`src/rtl/fifo_sync_param.sv`:
```
// Single-clock FIFO with configurable width and depth, an occupancy count,
// almost-full/almost-empty thresholds, error pulses with sticky flags, and a flush.
module fifo_sync_param #(
  parameter int WIDTH    = 8,
  parameter int DEPTH    = 16,
  parameter int AF_LEVEL = DEPTH - 2,
  parameter int AE_LEVEL = 1
) (
  input  logic                     clk,
  input  logic                     rst,
  input  logic                     push,
  input  logic                     pop,
  input  logic                     flush,
  input  logic                     clr_err,
  input  logic [WIDTH-1:0]         data_in,
  output logic [WIDTH-1:0]         data_out,
  output logic [$clog2(DEPTH):0]   count,
  output logic                     empty,
  output logic                     full,
  output logic                     almost_empty,
  output logic                     almost_full,
  output logic                     pop_err_on_empty,
  output logic                     push_err_on_full,
  output logic                     udf_sticky,
  output logic                     ovf_sticky
);

  localparam int AW = $clog2(DEPTH);
  localparam int CW = AW + 1;

  if (WIDTH < 1) begin : g_chk_width
    $error("fifo_sync_param: WIDTH must be >= 1");
  end
  if (DEPTH < 2 || (DEPTH & (DEPTH - 1)) != 0) begin : g_chk_depth
    $error("fifo_sync_param: DEPTH must be a power of 2 and >= 2");
  end
  if (AF_LEVEL < 1 || AF_LEVEL > DEPTH) begin : g_chk_af
    $error("fifo_sync_param: AF_LEVEL must be in 1..DEPTH");
  end
  if (AE_LEVEL < 0 || AE_LEVEL > DEPTH - 1) begin : g_chk_ae
    $error("fifo_sync_param: AE_LEVEL must be in 0..DEPTH-1");
  end

  logic [WIDTH-1:0] mem [DEPTH];
  logic [AW-1:0]    wr_ptr;
  logic [AW-1:0]    rd_ptr;
  logic             pop_ok;
  logic             push_ok;
  logic             pop_go;
  logic             push_go;
  logic             pop_rej;
  logic             push_rej;
  logic [CW-1:0]    count_nxt;

  // Acceptance uses current-cycle state; flush overrides both directions.
  always_comb begin
    pop_ok    = pop & ~empty;
    push_ok   = push & (~full | pop_ok);
    pop_go    = pop_ok & ~flush;
    push_go   = push_ok & ~flush;
    pop_rej   = pop & ~pop_ok & ~flush;
    push_rej  = push & ~push_ok & ~flush;
    count_nxt = count;
    if (flush)
      count_nxt = '0;
    else if (push_ok && !pop_ok)
      count_nxt = count + CW'(1);
    else if (pop_ok && !push_ok)
      count_nxt = count - CW'(1);
  end

  always_ff @(posedge clk) begin
    if (push_go)
      mem[wr_ptr] <= data_in;
  end

  always_ff @(posedge clk or posedge rst) begin
    if (rst) begin
      wr_ptr           <= '0;
      rd_ptr           <= '0;
      count            <= '0;
      data_out         <= '0;
      empty            <= 1'b1;
      full             <= 1'b0;
      almost_empty     <= 1'b1;
      almost_full      <= 1'b0;
      pop_err_on_empty <= 1'b0;
      push_err_on_full <= 1'b0;
      udf_sticky       <= 1'b0;
      ovf_sticky       <= 1'b0;
    end else begin
      if (flush) begin
        wr_ptr <= '0;
        rd_ptr <= '0;
      end else begin
        if (push_go)
          wr_ptr <= wr_ptr + AW'(1);
        if (pop_go) begin
          rd_ptr   <= rd_ptr + AW'(1);
          data_out <= mem[rd_ptr];
        end
      end
      count            <= count_nxt;
      empty            <= (count_nxt == '0);
      full             <= (count_nxt == CW'(DEPTH));
      almost_empty     <= (count_nxt <= CW'(AE_LEVEL));
      almost_full      <= (count_nxt >= CW'(AF_LEVEL));
      pop_err_on_empty <= pop_rej;
      push_err_on_full <= push_rej;
      // A new error in the same cycle as clr_err keeps the flag set.
      if (pop_rej)
        udf_sticky <= 1'b1;
      else if (clr_err)
        udf_sticky <= 1'b0;
      if (push_rej)
        ovf_sticky <= 1'b1;
      else if (clr_err)
        ovf_sticky <= 1'b0;
    end
  end

endmodule

```
`config.mk`:
```
export PLATFORM = sky130hd
export DESIGN_NAME = fifo_sync_param
export DESIGN_NICKNAME = d
export VERILOG_FILES = /design/src/rtl/fifo_sync_param.sv
export SDC_FILE = /design/constraint.sdc
export NUM_CORES = 1
export LEC_CHECK = 0
export BUFFER_PORTS_ARGS = -buffer_cell sky130_fd_sc_hd__buf_2
export CELL_PAD_IN_SITES_DETAIL_PLACEMENT = 1
export CELL_PAD_IN_SITES_GLOBAL_PLACEMENT = 1
export CORE_MARGIN = 2
export CORE_UTILIZATION = 47
export CTS_CLUSTER_SIZE = 40
export DETAILED_ROUTE_END_ITERATION = 16
export PLACE_DENSITY = 0.8
export SLEW_MARGIN = 15
export SYNTH_ARGS = -nofsm -noshare
export SYNTH_HDL_FRONTEND = slang
export SYNTH_SLANG_ARGS = --single-unit
```
`constraint.sdc`:
```
create_clock -name clk -period 1.9 [get_ports clk]
set_input_delay 0 -clock clk [delete_from_list [all_inputs] [get_ports clk]]
set_output_delay 0 -clock clk [all_outputs]
set_load 0.05 [all_outputs]
```
After elaboration in Yosys (flattened, before gate mapping). Memory sizes are Yosys's and may differ from the RTL's. A register that Yosys moved wholly into a read port is not among the register bits. Cells that the tools add are included.

Add/sub/neg operators: 4. Reduce and logical (&&, ||, !) cells: 10. Multiplexer cells: 12. Order comparisons: 2. Eq/ne operators: 1. Bitwise gates (word level): 14.

Operators with widths (number): 2-to-1 mux 4 bit (4); 2-to-1 mux 5 bit (3); adder 4 x 1 -> 4 bit, second input constant (2); AND 1 bit (8); nonzero test 2 bit (4); adder 5 x 1 -> 5 bit, second input constant (1); equality test 5 bit, second input constant (1); greater-or-equal comparator 5 x 4 -> 1 bit, second input constant (1); less-or-equal comparator 5 x 1 -> 1 bit, second input constant (1); logical NOT 5 bit (1); 2-to-1 mux 1 bit (5); inverter 1 bit (5); subtractor 5 x 1 -> 5 bit, second input constant (1); logical AND 1 bit (2); logical NOT 1 bit (2); AND reduction 2 bit (1); OR 1 bit (1).

Flip-flop bits (word level): 21. Output and inout bits: 21. Input bits: 14. Memory bits (writable): 128. Memories: 1. Word-level logic and storage cells: 55.

Memory list: mem (depth 16, width 8, rd ports 1, clocked after Yosys merged registers in 1, write ports 1, RTL line 44) `logic [WIDTH-1:0] mem [DEPTH];`.

Longest topological paths before layout.
Depth after elaboration: 10. Depth in mapped cells: 7. Mapped depth without buffers: 7.

Worst setup path before layout. Ideal clock, no wire load.

Path kind: register -> register. Start: reg count[0]. End: reg full. Arrival time: 2186 ps. Setup time: 95 ps. Required time: 1805 ps. Clock period less this slack: 2281 ps. Buffers on the path: 0. Path slack: -381 ps. Cell stages (with the launch flop): 8. Path through: dfrtp_1 > inv_1 > ha_1 > and4bb_2 > a31oi_1 > mux2_2 > a211o_1 > nor4b_2.

Longest elaborated chain between the ends: 5. Elaborated cells on any way between the ends: 6. Those cells by class: 2 x add/sub; 1 x eq/ne; 3 x mux.

Ends and longest elaborated chain: start: declaration (RTL line 17) `output logic [$clog2(DEPTH):0] count,`; start signal: assignment (RTL line 103) `count <= count_nxt;`; subtractor 5 x 1 -> 5 bit (RTL line 69) `count_nxt = count - CW'(1);`; 2-to-1 mux 5 bit (RTL line 68) `else if (pop_ok && !push_ok)`; 2-to-1 mux 5 bit (*) (RTL line 66) `else if (push_ok && !pop_ok)`; 2-to-1 mux 5 bit (*) (RTL line 64) `if (flush)`; net count_nxt[2] (RTL line 53) `logic [CW-1:0] count_nxt;`; equality test 5 bit (*) (RTL line 105) `full <= (count_nxt == CW'(DEPTH));`; end signal: assignment (RTL line 105); end: declaration (RTL line 19) `output logic full,`.

Mark *: on every way through the listed nets, which the timed path passes. The rest lies on a longest branch. A chain may end at the register's enable or synchronous reset.

Worst setup path in the final report. Same ends and word-level chain as after synthesis.

==> impl_metrics.py <==
metrics = {
    "run_status": {
        "status": "finished, violations left",
        "violations": "setup timing",
    },
    "sta": {
        "fin_crit_ns": 1.946,
        "finalCritPeriodShare": 1.024,
        "hold_viol_final": 0,
        "worst_slew_pin_slew_ns": 0.4455,
        "setup_viol": 1,
        "setup_tns_ns": -0.04551,
        "fin_skew_ns": 0.007146,
        "timing.final.ws_setup_ns": -0.04551,
        "rsz0062_at_grt": "yes",
        "relSlewSlack": 0.7026,
        "slew_violations": 0,
        "max_freq_mhz": 514.0,
    },
    "clock_tree": {
        "clk_latency_ns": 0.42,
        "clock_path_buffers": 2,
        "clk_pin_slew_ns": 0.06,
        "cts_buffers": 17,
        "h-tree-depth": 4,
        "tritoncts": "built",
        "cts.sinks": 157,
        "cts-root-buf": "clkbuf_16",
    },
    "global_route": {
        "grt_antenna_before_repair": 0,
        "grt_max_degree": 36,
        "grt_pass1_vias": 3995,
        "grt-ovfl-total": 0,
        "track_usage": 0.2310,
        "grt_pass1_wl_um": 23690,
    },
    "layout": {
        "drive_gt1_frac": 0.4237,
        "diodes": 0,
        "final_cell_mix": "edfxtp_1, buf_2, mux4_2",
        "fin_nets": 474,
        "syn_to_final_growth_pct": 27.25,
        "fillerInstances": 1190,
        "multi_input_area_um2": 1813,
        "final_common_cell": "edfxtp_1",
        "seqCellArea_um2": 4577,
    },
    "synth": {
        "ys.flop_type": "edfxtp_1",
        "synthDistinctLibCells": 41,
        "synth_edf_count": 128,
        "synthArstFlopShare": 0.1847,
        "avgSynthCellArea_um2": 17.90,
        "syn_area_um2": 6355,
        "netlist_instances": 355,
        "yosysSeqAreaShare": 0.7194,
        "yosysWarnings": 0,
        "synthesis.nets": 376,
        "synth_seq_cells": 157,
    },
    "critical_path": {
        "crit_end": "full",
        "cp-start-kind": "register",
        "arrival_ns": 2.27,
        "rrSetupSlack_ns": -0.05,
        "regToRegEndpoint": "full",
        "cp-startpoint": "count[0]",
        "worstSetupEndpointType": "register",
        "cp_max_fo": 3,
        "rr_startpoint": "count[0]",
        "critPathSlowestCell": "dfrtp_2",
        "r2r.worst_path.cells": 7,
        "crit_required_ns": 2.22,
        "slowest_delay_ns": 0.38,
        "crit_chain": "inv_2, ha_4, and4bb_2, a31oi_4, mux2_4, a211o_1, nor4b_2",
        "worstSetupPathType": "register to register",
    },
    "power_and_ir_drop": {
        "total_leakage_power_uw": 0.002892,
        "p_per_area_nw_per_um2": 1187,
        "p_total_uw": 9599,
        "ir_drop_v": 0.0007065,
    },
    "die": {
        "pin_count": 35,
        "initial_core_util": 0.4799,
        "die_w_um": 120.3,
        "die_area_um2": 14470,
        "die_h_um": 120.3,
        "num_rows": 42,
        "core-area_um2": 13240,
    },
    "routing": {
        "wirelength_um": 15790,
        "antenna_left": 0,
        "firstDrtPassIters": 5,
        "wl_per_cell_um": 24.64,
        "viasPerCell": 5.618,
        "vias": 3601,
        "drc": 0,
        "drtIter0Drc": 248,
    },
    "job": {
        "maxCapViolations": 0,
    },
    "place": {
        "port_buffers": 34,
        "place_congestion": 0.7910,
        "place_hpwl_um": 10090,
    },
    "hold_path": {
        "hold_class": "input pin to register",
    },
}
[per-stage QoR]
step,setup WS [ns],std cells,cell area (um^2),utilization,hold WS [ns]
finish,-0.04551,641,8087,0.6106,0.09667
CTS,-0.06045,637,7971,0.6019,0.04465
global route,-0.09619,641,8087,0.6106,0.08615
detailed placement,-0.06789,589,7247,0.5472,0.1193
global placement,0.03497,589,7247,0.5472,0.09920
floorplan,-0.1672,355,6416,-,0.07642
[state kept, by name (all words and copies together) (netlist names)]
name	flops
mem	128
data_out	8
count	5
rd_ptr	4
wr_ptr	4
almost_empty	1
almost_full	1
empty	1
full	1
ovf_sticky	1
pop_err_on_empty	1
push_err_on_full	1
udf_sticky	1
[Yosys cell counts, types with 2 or more instances]
cell type / n / area [um^2]
inv_1: 7 / 26.28
buf_1: 2 / 7.510
nand2b_1: 5 / 31.28
nor3_1: 8 / 40.04
o311ai_0: 8 / 70.07
xnor2_1: 4 / 35.03
o21ai_0: 3 / 15.01
mux2i_1: 9 / 90.09
a21oi_1: 4 / 20.02
nor2_1: 28 / 105.1
dfrtp_1: 27 / 675.7
mux2_2: 9 / 101.4
nand2_1: 27 / 101.4
nor2b_1: 4 / 25.02
a21o_1: 3 / 22.52
nand4_1: 2 / 12.51
dfstp_2: 2 / 52.55
buf_2: 7 / 35.03
xor2_1: 3 / 26.28
clkbuf_1: 7 / 26.28
or2b_1: 2 / 15.01
ha_1: 7 / 87.58
edfxtp_1: 128 / 3844
mux4_2: 32 / 720.7
[worst max-delay path: cells and delay by family (launching register included)]
kind,cells,cell delay [ns]
AOI/OAI and AO/OA,2,0.44
adders and majority gates,1,0.16
buffers and inverters,1,0.05
DFF,1,0.38
muxes,1,0.33
and+or+nand+nor,2,0.50
[how the worst min path moves through the flow]
stage / from / to / slack (ns) / cells after the start
4_1_cts: push / push_err_on_full / 0.04 / 3
2_1_floorplan: rst / almost_full / 0.08 / 1
6_report: push / push_err_on_full / 0.1 / 3
3_5_place_dp: rst / data_out[5] / 0.12 / 3
3_3_place_gp: rst / push_err_on_full / 0.1 / 3
5_1_grt: push / push_err_on_full / 0.09 / 3
[cell type report]
cell class,instances,share of cell area
timing repair buffer,96,0.1123
clock buffer,20,0.05524
multi-input combinational,174,0.2242
sequential,157,0.5660
inverter,7,0.003249
clock inverter,11,0.01176
tap,176,0.02723
[routing by layer]
| metal | vias up | routed length, um | GRT usage |
|---|---|---|---|
| met3 | 31 | 897 | 0.05472 |
| met5 | - | 0 | 0 |
| met2 | 127 | 8400 | 0.3896 |
| li1 | 1584 | - | - |
| met4 | 0 | 395 | 0.1105 |
| met1 | 1859 | 6101 | 0.2820 |
[kinds of logic after synthesis]
kind of cell | after synthesis | synth area share
adder cells (fa/ha/maj) | 7 | 0.01378
AND/OR/NAND/NOR | 85 | 0.06753
multiplexers | 51 | 0.1459
flip-flops | 157 | 0.7194
XOR/XNOR | 7 | 0.009648
buffers and inverters | 24 | 0.01615
AO/OA/AOI/OAI | 24 | 0.02757
[where the power goes]
group          leakage [uW]  switching (uW)  total [uW]  internal, uW
logic               0.00110            1410        2410          1000
registers           0.00153             159        4090          3930
clock network      0.000262            1280        3100          1820
total               0.00289            2840        9600          6760
[repair_timing]
item	CTS	global route
hold endpoints to repair	169	0
gates cloned	0	1
pin swaps	3	5
buffers inserted	5	4
hold buffers	12	0
endpoints found under the setup margin	14	24
resized for setup	5	21
Power figures use the tool's default switching activity.
